## src/rtl/decode_execute_stage_pkg.sv

```systemverilog
// Shared types for the decode/execute boundary: ALU op encoding, opcodes, result select, FSM states.
// Also holds the funct3/funct7 helpers used by the decoder.
package alu_pkg;

    typedef enum logic [2:0] {
        ALU_ADD   = 3'b000,
        ALU_SUB   = 3'b001,
        ALU_AND   = 3'b010,
        ALU_OR    = 3'b011,
        ALU_XOR   = 3'b100,
        ALU_PASSB = 3'b101,
        ALU_SLL   = 3'b110,
        ALU_SRL   = 3'b111
    } alu_op_e;

    typedef enum logic [1:0] {
        RES_ALU = 2'b00,
        RES_MEM = 2'b01,
        RES_PC4 = 2'b10
    } result_src_e;

    typedef enum logic {
        ST_RUN     = 1'b0,
        ST_LDSTALL = 1'b1
    } stage_state_e;

    localparam logic [6:0] OP_RTYPE  = 7'b0110011;
    localparam logic [6:0] OP_IALU   = 7'b0010011;
    localparam logic [6:0] OP_LOAD   = 7'b0000011;
    localparam logic [6:0] OP_STORE  = 7'b0100011;
    localparam logic [6:0] OP_BRANCH = 7'b1100011;
    localparam logic [6:0] OP_LUI    = 7'b0110111;
    localparam logic [6:0] OP_JAL    = 7'b1101111;

    localparam logic [2:0] F3_ADD = 3'b000;
    localparam logic [2:0] F3_SLL = 3'b001;
    localparam logic [2:0] F3_BNE = 3'b001;
    localparam logic [2:0] F3_XOR = 3'b100;
    localparam logic [2:0] F3_SR  = 3'b101;
    localparam logic [2:0] F3_OR  = 3'b110;
    localparam logic [2:0] F3_AND = 3'b111;

    typedef struct packed {
        logic        reg_write;
        logic        mem_write;
        logic        branch;
        logic        jump;
        logic        alu_src;
        logic        src_a_zero;
        logic        use_rs2;
        result_src_e result_src;
        alu_op_e     alu_op;
    } ctrl_t;

    function automatic alu_op_e arith_op(input logic [2:0] funct3, input logic sub_sel);
        case (funct3)
            F3_ADD:  return sub_sel ? ALU_SUB : ALU_ADD;
            F3_AND:  return ALU_AND;
            F3_OR:   return ALU_OR;
            F3_XOR:  return ALU_XOR;
            F3_SLL:  return ALU_SLL;
            F3_SR:   return ALU_SRL;
            default: return ALU_ADD;
        endcase
    endfunction

    // True when the funct3/funct7 pair maps onto one of the eight ALU operations.
    function automatic logic arith_supported(input logic [2:0] funct3, input logic funct7_b5);
        case (funct3)
            F3_ADD, F3_AND, F3_OR, F3_XOR, F3_SLL: return 1'b1;
            F3_SR:   return !funct7_b5;
            default: return 1'b0;
        endcase
    endfunction

endpackage

```

## src/rtl/decode_execute_stage_if.sv

```systemverilog
// Decode-side inputs and Execute-side outputs of the D/E stage.
// master drives the Decode fields and flush; slave is the stage itself.
interface decode_execute_stage_if #(
    parameter int DATA_WIDTH = 32
);
    logic [31:0]           InstrD;
    logic                  validD;
    logic [DATA_WIDTH-1:0] PCD;
    logic [DATA_WIDTH-1:0] RD1D;
    logic [DATA_WIDTH-1:0] RD2D;
    logic [DATA_WIDTH-1:0] ImmExtD;
    logic                  PCSrcE;

    logic [DATA_WIDTH-1:0] SrcAE;
    logic [DATA_WIDTH-1:0] SrcBE;
    logic [DATA_WIDTH-1:0] WriteDataE;
    logic [DATA_WIDTH-1:0] PCE;
    logic [DATA_WIDTH-1:0] ImmExtE;
    logic [2:0]            ALUctrlE;
    logic [4:0]            Rs1E;
    logic [4:0]            Rs2E;
    logic [4:0]            RdE;
    logic                  RegWriteE;
    logic                  MemWriteE;
    logic                  BranchE;
    logic                  JumpE;
    logic                  validE;
    logic [1:0]            ResultSrcE;
    logic                  StallD;
    logic                  illegalE;

    modport master (
        output InstrD, validD, PCD, RD1D, RD2D, ImmExtD, PCSrcE,
        input  SrcAE, SrcBE, WriteDataE, PCE, ImmExtE, ALUctrlE, Rs1E, Rs2E, RdE,
        input  RegWriteE, MemWriteE, BranchE, JumpE, validE, ResultSrcE, StallD, illegalE
    );

    modport slave (
        input  InstrD, validD, PCD, RD1D, RD2D, ImmExtD, PCSrcE,
        output SrcAE, SrcBE, WriteDataE, PCE, ImmExtE, ALUctrlE, Rs1E, Rs2E, RdE,
        output RegWriteE, MemWriteE, BranchE, JumpE, validE, ResultSrcE, StallD, illegalE
    );

endinterface

```

## src/rtl/decode_execute_stage_alu_decoder.sv

```systemverilog
// Combinational instruction decoder: opcode/funct3/funct7 to control bundle and illegal flag.
// Build option: DEC_EXE_ILLEGAL_DETECT_EN exposes the illegal flag; otherwise it is tied low.
module alu_decoder
    import alu_pkg::*;
(
    input  logic [31:0] instr,
    output ctrl_t       ctrl,
    output logic        illegal
);
    logic [6:0] opcode;
    logic [2:0] funct3;
    logic       funct7_b5;
    logic       unsupported;
    logic       unused_fields;

    assign opcode        = instr[6:0];
    assign funct3        = instr[14:12];
    assign funct7_b5     = instr[30];
    assign unused_fields = &{1'b0, instr[31], instr[29:15], instr[11:7]};

    always_comb begin
        ctrl            = '0;
        ctrl.alu_op     = ALU_ADD;
        ctrl.result_src = RES_ALU;
        unsupported     = 1'b0;
        case (opcode)
            OP_RTYPE: begin
                ctrl.reg_write = 1'b1;
                ctrl.use_rs2   = 1'b1;
                ctrl.alu_op    = arith_op(funct3, funct7_b5);
                unsupported    = !arith_supported(funct3, funct7_b5);
            end
            OP_IALU: begin
                // Bit 30 is immediate data here, so addi never becomes a subtract.
                ctrl.reg_write = 1'b1;
                ctrl.alu_src   = 1'b1;
                ctrl.alu_op    = arith_op(funct3, 1'b0);
                unsupported    = !arith_supported(funct3, funct7_b5);
            end
            OP_LOAD: begin
                ctrl.reg_write  = 1'b1;
                ctrl.alu_src    = 1'b1;
                ctrl.result_src = RES_MEM;
            end
            OP_STORE: begin
                ctrl.mem_write = 1'b1;
                ctrl.alu_src   = 1'b1;
                ctrl.use_rs2   = 1'b1;
            end
            OP_BRANCH: begin
                ctrl.branch  = 1'b1;
                ctrl.use_rs2 = 1'b1;
                ctrl.alu_op  = ALU_SUB;
                unsupported  = (funct3 != F3_BNE);
            end
            OP_LUI: begin
                ctrl.reg_write  = 1'b1;
                ctrl.alu_src    = 1'b1;
                ctrl.src_a_zero = 1'b1;
                ctrl.alu_op     = ALU_PASSB;
            end
            OP_JAL: begin
                ctrl.reg_write  = 1'b1;
                ctrl.jump       = 1'b1;
                ctrl.alu_src    = 1'b1;
                ctrl.result_src = RES_PC4;
            end
            default: unsupported = 1'b1;
        endcase
        if (unsupported) begin
            ctrl.alu_op = ALU_ADD;
        end
    end

`ifdef DEC_EXE_ILLEGAL_DETECT_EN
    assign illegal = unsupported;
`else
    assign illegal = 1'b0;
`endif

endmodule

```

## src/rtl/decode_execute_stage.sv

```systemverilog
// D/E pipeline register with load-use stall FSM and branch flush, feeding the Execute-stage ALU.
// Build option: DEC_EXE_ILLEGAL_DETECT_EN turns unsupported encodings into flagged bubbles.
module decode_execute_stage
    import alu_pkg::*;
#(
    parameter int DATA_WIDTH = 32
) (
    input  logic                  clk,
    input  logic                  rst_n,
    decode_execute_stage_if.slave bus
);
    localparam logic [DATA_WIDTH-1:0] ZERO_WORD = '0;

    ctrl_t        dec_ctrl;
    logic         dec_illegal;
    logic [4:0]   rs1_d;
    logic [4:0]   rs2_d;
    logic [4:0]   rd_d;
    stage_state_e state;
    logic         load_in_e;
    logic         hazard;
    logic         bubble;
    logic         illegal_flag;

    alu_decoder u_alu_decoder (
        .instr   (bus.InstrD),
        .ctrl    (dec_ctrl),
        .illegal (dec_illegal)
    );

    assign rs1_d = bus.InstrD[19:15];
    assign rs2_d = bus.InstrD[24:20];
    assign rd_d  = bus.InstrD[11:7];

    // Only loads select the memory result, so that alone identifies a load sitting in E.
    assign load_in_e = bus.validE && (bus.ResultSrcE == RES_MEM);
    assign hazard    = (state == ST_RUN) && bus.validD && load_in_e && (bus.RdE != 5'd0)
                       && ((rs1_d == bus.RdE) || (dec_ctrl.use_rs2 && (rs2_d == bus.RdE)));

    // A taken branch discards the dependent instruction anyway, so it cancels the stall.
    assign bus.StallD   = hazard && !bus.PCSrcE;
    assign bubble       = bus.PCSrcE || bus.StallD || !bus.validD || dec_illegal;
    assign illegal_flag = dec_illegal && bus.validD && !bus.PCSrcE && !bus.StallD;

    always_ff @(posedge clk or negedge rst_n) begin
        if (!rst_n) begin
            state          <= ST_RUN;
            bus.SrcAE      <= '0;
            bus.SrcBE      <= '0;
            bus.WriteDataE <= '0;
            bus.PCE        <= '0;
            bus.ImmExtE    <= '0;
            bus.ALUctrlE   <= '0;
            bus.Rs1E       <= '0;
            bus.Rs2E       <= '0;
            bus.RdE        <= '0;
            bus.RegWriteE  <= 1'b0;
            bus.MemWriteE  <= 1'b0;
            bus.BranchE    <= 1'b0;
            bus.JumpE      <= 1'b0;
            bus.validE     <= 1'b0;
            bus.ResultSrcE <= '0;
            bus.illegalE   <= 1'b0;
        end else begin
            case (state)
                ST_RUN:  state <= bus.StallD ? ST_LDSTALL : ST_RUN;
                default: state <= ST_RUN;
            endcase
            bus.illegalE <= illegal_flag;
            if (bubble) begin
                bus.SrcAE      <= '0;
                bus.SrcBE      <= '0;
                bus.WriteDataE <= '0;
                bus.PCE        <= '0;
                bus.ImmExtE    <= '0;
                bus.ALUctrlE   <= '0;
                bus.Rs1E       <= '0;
                bus.Rs2E       <= '0;
                bus.RdE        <= '0;
                bus.RegWriteE  <= 1'b0;
                bus.MemWriteE  <= 1'b0;
                bus.BranchE    <= 1'b0;
                bus.JumpE      <= 1'b0;
                bus.validE     <= 1'b0;
                bus.ResultSrcE <= '0;
            end else begin
                bus.SrcAE      <= dec_ctrl.src_a_zero ? ZERO_WORD : bus.RD1D;
                bus.SrcBE      <= dec_ctrl.alu_src ? bus.ImmExtD : bus.RD2D;
                bus.WriteDataE <= bus.RD2D;
                bus.PCE        <= bus.PCD;
                bus.ImmExtE    <= bus.ImmExtD;
                bus.ALUctrlE   <= dec_ctrl.alu_op;
                bus.Rs1E       <= rs1_d;
                bus.Rs2E       <= rs2_d;
                bus.RdE        <= rd_d;
                bus.RegWriteE  <= dec_ctrl.reg_write;
                bus.MemWriteE  <= dec_ctrl.mem_write;
                bus.BranchE    <= dec_ctrl.branch;
                bus.JumpE      <= dec_ctrl.jump;
                bus.validE     <= 1'b1;
                bus.ResultSrcE <= dec_ctrl.result_src;
            end
        end
    end

endmodule

```

## src/flat_wrapper.sv

```systemverilog
// flat-port wrapper written by rule: the top's interface ports become plain ports
module decode_execute_stage_flat import alu_pkg::*;
#(
    parameter int DATA_WIDTH = 32
)
  (clk, rst_n, bus_InstrD, bus_validD, bus_PCD, bus_RD1D, bus_RD2D, bus_ImmExtD, bus_PCSrcE, bus_SrcAE, bus_SrcBE, bus_WriteDataE, bus_PCE, bus_ImmExtE, bus_ALUctrlE, bus_Rs1E, bus_Rs2E, bus_RdE, bus_RegWriteE, bus_MemWriteE, bus_BranchE, bus_JumpE, bus_validE, bus_ResultSrcE, bus_StallD, bus_illegalE);
  decode_execute_stage_if #(.DATA_WIDTH(DATA_WIDTH)) bus_i ();
  input  logic clk;
  input  logic rst_n;
  input wire logic [$bits(bus_i.InstrD)-1:0] bus_InstrD;
  input wire logic [$bits(bus_i.validD)-1:0] bus_validD;
  input wire logic [$bits(bus_i.PCD)-1:0] bus_PCD;
  input wire logic [$bits(bus_i.RD1D)-1:0] bus_RD1D;
  input wire logic [$bits(bus_i.RD2D)-1:0] bus_RD2D;
  input wire logic [$bits(bus_i.ImmExtD)-1:0] bus_ImmExtD;
  input wire logic [$bits(bus_i.PCSrcE)-1:0] bus_PCSrcE;
  output wire logic [$bits(bus_i.SrcAE)-1:0] bus_SrcAE;
  output wire logic [$bits(bus_i.SrcBE)-1:0] bus_SrcBE;
  output wire logic [$bits(bus_i.WriteDataE)-1:0] bus_WriteDataE;
  output wire logic [$bits(bus_i.PCE)-1:0] bus_PCE;
  output wire logic [$bits(bus_i.ImmExtE)-1:0] bus_ImmExtE;
  output wire logic [$bits(bus_i.ALUctrlE)-1:0] bus_ALUctrlE;
  output wire logic [$bits(bus_i.Rs1E)-1:0] bus_Rs1E;
  output wire logic [$bits(bus_i.Rs2E)-1:0] bus_Rs2E;
  output wire logic [$bits(bus_i.RdE)-1:0] bus_RdE;
  output wire logic [$bits(bus_i.RegWriteE)-1:0] bus_RegWriteE;
  output wire logic [$bits(bus_i.MemWriteE)-1:0] bus_MemWriteE;
  output wire logic [$bits(bus_i.BranchE)-1:0] bus_BranchE;
  output wire logic [$bits(bus_i.JumpE)-1:0] bus_JumpE;
  output wire logic [$bits(bus_i.validE)-1:0] bus_validE;
  output wire logic [$bits(bus_i.ResultSrcE)-1:0] bus_ResultSrcE;
  output wire logic [$bits(bus_i.StallD)-1:0] bus_StallD;
  output wire logic [$bits(bus_i.illegalE)-1:0] bus_illegalE;
  assign bus_i.InstrD = bus_InstrD;
  assign bus_i.validD = bus_validD;
  assign bus_i.PCD = bus_PCD;
  assign bus_i.RD1D = bus_RD1D;
  assign bus_i.RD2D = bus_RD2D;
  assign bus_i.ImmExtD = bus_ImmExtD;
  assign bus_i.PCSrcE = bus_PCSrcE;
  assign bus_SrcAE = bus_i.SrcAE;
  assign bus_SrcBE = bus_i.SrcBE;
  assign bus_WriteDataE = bus_i.WriteDataE;
  assign bus_PCE = bus_i.PCE;
  assign bus_ImmExtE = bus_i.ImmExtE;
  assign bus_ALUctrlE = bus_i.ALUctrlE;
  assign bus_Rs1E = bus_i.Rs1E;
  assign bus_Rs2E = bus_i.Rs2E;
  assign bus_RdE = bus_i.RdE;
  assign bus_RegWriteE = bus_i.RegWriteE;
  assign bus_MemWriteE = bus_i.MemWriteE;
  assign bus_BranchE = bus_i.BranchE;
  assign bus_JumpE = bus_i.JumpE;
  assign bus_validE = bus_i.validE;
  assign bus_ResultSrcE = bus_i.ResultSrcE;
  assign bus_StallD = bus_i.StallD;
  assign bus_illegalE = bus_i.illegalE;
  decode_execute_stage #(.DATA_WIDTH(DATA_WIDTH)) u_core (.clk(clk), .rst_n(rst_n), .bus(bus_i));
endmodule
```

## config.mk

```make
export PLATFORM = sky130hd
export DESIGN_NAME = decode_execute_stage_flat
export DESIGN_NICKNAME = d
export VERILOG_FILES = /design/src/rtl/decode_execute_stage_pkg.sv /design/src/rtl/decode_execute_stage_if.sv /design/src/rtl/decode_execute_stage_alu_decoder.sv /design/src/rtl/decode_execute_stage.sv /design/src/flat_wrapper.sv
export SDC_FILE = /design/constraint.sdc
export NUM_CORES = 1
export LEC_CHECK = 0
export ABC_AREA = 0
export BUFFER_PORTS_ARGS = -buffer_cell sky130_fd_sc_hd__buf_2
export CORE_MARGIN = 2
export CORE_UTILIZATION = 44
export CTS_BUF_LIST = sky130_fd_sc_hd__clkbuf_8
export DETAILED_ROUTE_END_ITERATION = 6
export PLACE_DENSITY = 0.81
export SLEW_MARGIN = 20
export SYNTH_ARGS = -nofsm -noshare
export SYNTH_HDL_FRONTEND = slang
export SYNTH_HIERARCHICAL = 1
export SYNTH_SLANG_ARGS = --single-unit
```

## constraint.sdc

```tcl
create_clock -name clk -period 1.85 [get_ports clk]
set_input_delay 0.37 -clock clk [delete_from_list [all_inputs] [get_ports clk]]
set_output_delay 0.37 -clock clk [all_outputs]
set_load 0.05 [all_outputs]
```

# == Word-level counts from Yosys, hierarchy flattened ==
# Cells that the tools add are included.
# word_totals
register_bits,186
output_inout_bits,187
# classes
n_reduce_logical,22
mux,36
bitwise,1
eq_ne,16
# op_table
op,n
two-way mux 32 bit,7
== test 7 x 6 -> 1 bit (second input constant),3
one-hot mux 3 bit (6 select lines),1
two-way mux 1 bit,17
two-way mux 5 bit,3
one-hot mux 3 bit (5 select lines),1
OR reduction 5 bit,3
== test 7 bit (second input constant),2
== test 3 bit (second input constant),4
one-hot mux 3 bit (4 select lines),1
== test 5 bit,2
== test 7 x 2 -> 1 bit (second input constant),1
== test 7 x 5 -> 1 bit (second input constant),1
logical AND 1 bit,7
two-way mux 3 bit,2
zero test 1 bit,5
nonzero test 5 bit,1
one-hot mux 1 bit (4 select lines),1
one-hot mux 2 bit (2 select lines),1
OR reduction 4 bit,1
== test 3 x 1 -> 1 bit (second input constant),1
zero test 3 bit,1
logical OR 1 bit,3
inequality test 3 x 1 -> 1 bit (second input constant),1
5 further kinds,5

# == Depth between registers and ports, before layout ==
# logic_depth
ltp_word,10
ltp_mapped,9
depth_no_buf,6

# == Cells and area by module ==
# The synthesis kept the hierarchy.
# by_module_without_submodules
mod,instances,area_each_um2,seq_area_each_um2,cells_per_inst
decode_execute_stage,1,7591.0,4679.5,647
alu_decoder,1,392.9,0.0,57

# == Worst setup path after synthesis ==
# No wires, ideal clock.
# synth_timing
kind,register to output
start,register u_core.bus.RdE[4]
end,output bus_StallD
path_slack_ns,-0.415
t_required_ns,1.480
path_stages_with_launch,6
path_buffers,1
arrival_time_ns,1.895
cell_sequence,dfrtp_1 -> xnor2_1 -> nand3_1 -> o22ai_2 -> buf_2 -> and3b_1
# synth_between
elab_chain_cells,5
elab_cells_between_ends,8
# synth_rtl
item,line_no,rtl
start: declaration,decode_execute_stage_if.sv:40,"output SrcAE, SrcBE, WriteDataE, PCE, ImmExtE, ALUctrlE, Rs1E, Rs2E, RdE,"
start signal: assignment,decode_execute_stage.sv:95,bus.RdE <= rd_d;
== test 5 bit,decode_execute_stage.sv:38,&& ((rs1_d == bus.RdE) || (dec_ctrl.use_rs2 && (rs2_d == bus.RdE)));
logical AND 1 bit,decode_execute_stage.sv:38,
logical OR 1 bit,decode_execute_stage.sv:38,
logical AND 1 bit *,decode_execute_stage.sv:38,
logical AND 1 bit *,decode_execute_stage.sv:41,assign bus.StallD = hazard && !bus.PCSrcE;
end: declaration,flat_wrapper.sv:32,output wire logic [$bits(bus_i.StallD)-1:0] bus_StallD;
# Every way passes the cells marked *; elsewhere a longest branch is shown, timed or not.

# == Final worst setup path ==
# layout_timing
start,register u_core.bus.RdE[2]
end,output bus_StallD
# The elaborated chain is that of the path after synthesis.

==> results.toml <==
[global_route]
grt_start_max_net_pins = 64
grt_util_all_layers_pct = 24.51
number_of_global_route_vias_before_repair = 6968
global_route.overflow_total = 0
grt_pass1_wl_um = 37200
antenna_found_initial = 2

[clocking]
cts.root.buffer_cell = "clkbuf_8"
cts_htree_levels = 4
tritoncts_sinks = 187
path_clk_slew_ns = 0.10
cts_tree = "yes"
tritoncts.num_buffers = 17
clock_latency_ns = 0.46
cts.path.max_buffers = 2

[power]
report.power.total_mw = 8.166
power.static_leakage_nw = 5.742
ir_worst_vdd_mv = 0.4170
cellPowerDensity_mw_per_mm2 = 723.5

[final_layout]
layout.core_utilization_pct = 63.05
sequential_cell_area_sq_mm = 0.004684
multiInputGateArea_sq_mm = 0.002975
share_of_post_route_cells_with_drive_strength_above_1_pct = 55.21
final_net_count = 1245
final.fill_count = 1429
flow.area_growth_from_synthesis_pct = 41.37

[sta]
timing.final.max_slew_violations = 0
worst_slew_margin_rel_pct = 56.94
finClkSkew_ns = 0.009482
min_period_ns = 2.304
layout_setup_ws_ns = -0.4542
final-setup-viol-count = 111
worstMarginPinSlew_ns = 0.6460
rsz0062_at_grt = "true"
timing.final.crit_share_pct = 124.5
hold_violations = 0
max_freq_ghz = 0.4340

[synthesis]
synth_sequential_area_ratio_pct = 58.61
yosysWarnings = 6
synth_cells = 704
syn_avg_cell_area_sq_um = 11.34
syn_nets = 868
synth.distinct_cells = 45
synthesis.area_sq_mm = 0.007984
postSynthRegisterBits = 187

[floorplanning]
die_height_um = 138.7
floorplan.die.width_um = 138.7
placeableCoreArea_sq_mm = 0.01790
die_area_sq_mm = 0.01924
floorplan.rows = 49
floorplan.initialDensity_pct = 44.60
num_io_pins = 351

[setup_path]
cp_top_family = "simple AND/OR/NAND/NOR gates"
critical_path_required_ns = 1.48
cp_slowest_cell = "or4_4"
worst_setup_path_end_kind = "output pin"
cp_data_arrival_time_ns = 1.93
path_max_fanout = 3
critPathBufInv = 1
timing.critical_path.from_type = "flop"
critical_path_class = "flop to output pin"
timing.critical_path.cells = "or4_4 -> nor2_4 -> nor3_4 -> and3b_2 -> buf_8"
max_stage_delay_ns = 0.54

[placement]
detail_placement_hpwl_um = 16580
routabilityCongestion = 0.8556
portBuffers = 344

[status]
outcome = "finished, violations left"
failed_checks = "negative setup slack"

[routing]
detailedRoute.firstPassIterationCount = 5
initialDrtViolationCount = 448
route.detailed.wl_per_inst_um = 18.55
drt-vias-per-instance = 5.146
drc_errors = 0
drt-total-wl_um = 24570
route.antenna.remaining_nets = 0
dr_total_vias = 6813

[hold_path]
hold_path.class = "input port to flop"

[flow_run]
maxCapViolations = 0
## flip-flops by register name (all words and copies together), names as in the netlist
register and flops:
u_core/bus.Rs2E 5, u_core/bus.ALUctrlE 3, u_core/bus.ResultSrcE 2, u_core/bus.MemWriteE 1, u_core/bus.BranchE 1, u_core/bus.WriteDataE 32, u_core/bus.PCE 32, u_core/bus.ImmExtE 32
u_core/bus.RdE 5, u_core/state 1, u_core/bus.SrcBE 32, u_core/bus.validE 1, u_core/bus.JumpE 1, u_core/bus.Rs1E 5, u_core/bus.illegalE 1, u_core/bus.RegWriteE 1
u_core/bus.SrcAE 32
## placed cells by master (no fill, tap or decap), types with 8 or more instances in the layout
cell / netlist / routed
mux2i_1: 34 / 34
buf_4: 13 / 43
a211oi_1: 34 / 21
clkbuf_16: 0 / 9
clkbuf_8: 0 / 19
a21oi_2: 110 / 111
dfrtp_1: 187 / 183
buf_2: 15 / 342
buf_12: 0 / 15
xnor2_1: 10 / 8
nand2_1: 158 / 158
a21oi_1: 45 / 44
a211oi_2: 0 / 13
## layer usage
metal	routed length [um]	global-route usage, %
met2	12490	41.82
met5	13	0
met3	1723	6.457
met1	9574	29.81
met4	762	9.835
## worst reg2reg max path, cell delays in order, from the launching register on
cell	delay [ns]
dfrtp_2	0.42
or4_4	0.54
nor2_4	0.11
nor3_4	0.05
buf_4	0.21
bufbuf_16	0.34
a21oi_1	0.17
## timing repair
action	4_1_cts	5_1_grt
setup endpoints to repair	47	177
hold endpoints to repair	40	0
pin swaps	3	3
setup buffers	3	6
cloned	3	11
hold buffers	1	0
gates resized for setup	12	33
## where the power goes
part	internal, mW	switching, mW
registers	4.18	0.0292
clock network	1.02	1.65
logic	0.431	0.856
total	5.63	2.53
## metrics by stage
stage          worst slack [ns]  TNS [ns]  instance area (sq um)  instances  hold WS [ns]
6_report                -0.4542    -2.569                  11290       1324       0.09832
5_1_grt                 -0.5645    -19.70                  11280       1323       0.05379
2_1_floorplan           -0.2393   -0.2393                   7996        704       0.07441
4_1_cts                 -0.5113    -2.597                  10830       1306       0.07327
3_3_place_gp           -0.06709   -0.7482                  10280       1267        0.3446
3_5_place_dp            -0.1073    -2.933                  10280       1267        0.3546
## path summary, 6_finish.rpt
path / from / endpoint / slack, ns / cells after the start
max: u_core/bus.RdE[2]$_DFF_PN0_ / bus_StallD / -0.45 / 5
min: bus_RD1D[4] / u_core/bus.SrcAE[4]$_DFF_PN0_ / 0.1 / 3
max reg2reg: u_core/bus.RdE[2]$_DFF_PN0_ / u_core/bus.WriteDataE[12]$_DFF_PN0_ / -0.06 / 6
min reg2reg: u_core/state$_DFF_PN0_ / u_core/bus.ImmExtE[1]$_DFF_PN0_ / 0.81 / 3
max in group asynchronous: rst_n / u_core/bus.ImmExtE[21]$_DFF_PN0_ / 0.77 / 3
min in group asynchronous: rst_n / u_core/bus.SrcBE[25]$_DFF_PN0_ / 0.42 / 2
## Yosys cell counts (all sizes together)
master | count | area share [%]
buf | 43 | 4.3
mux2 | 1 | 0.14
mux2i | 34 | 4.3
o22ai | 2 | 0.24
nor3b | 1 | 0.094
a211o | 1 | 0.11
nand3b | 1 | 0.25
nand2 | 158 | 7.4
o21ai | 2 | 0.13
inv | 1 | 0.047
and4b | 1 | 0.13
conb | 1 | 0.047
nor4bb | 1 | 0.13
nand4 | 1 | 0.078
xnor2 | 10 | 1.1
nor4 | 2 | 0.16
nand2b | 3 | 0.24
clkbuf | 29 | 1.4
or4 | 2 | 0.24
nor2b | 1 | 0.078
and3 | 1 | 0.078
or3b | 1 | 0.11
o211ai | 1 | 0.094
and2 | 1 | 0.078
nand3 | 4 | 0.25
dfrtp | 187 | 59
a211oi | 34 | 3.2
and3b | 2 | 0.22
nor3 | 6 | 0.58
o311a | 1 | 0.13
o21ba | 1 | 0.13
nor2 | 10 | 0.50
o2111ai | 1 | 0.19
a21oi | 155 | 15
and4 | 1 | 0.11
nand4b | 2 | 0.22
a2bb2oi | 1 | 0.11
## logic make-up after synthesis
logic type,count (synthesis),synth area share [%]
AO/OA/AOI/OAI,199,19.20
XOR/XNOR,10,1.097
buffers and inverters,73,5.689
flip-flops,187,58.61
multiplexers,35,4.404
other,1,0.04697
AND/OR/NAND/NOR,199,10.95
## area by class of cell
cell class | count | share of cell area [%]
Multi-Input combinational cell | 444 | 26.36
Sequential cell | 187 | 41.50
Clock buffer | 18 | 2.195
Antenna cell | 1 | 0.02217
Tap cell | 229 | 2.539
Timing Repair Buffer | 430 | 26.24
Inverter | 1 | 0.03326
Clock inverter | 14 | 1.109
Note: power is estimated with default switching activity, not from simulation.
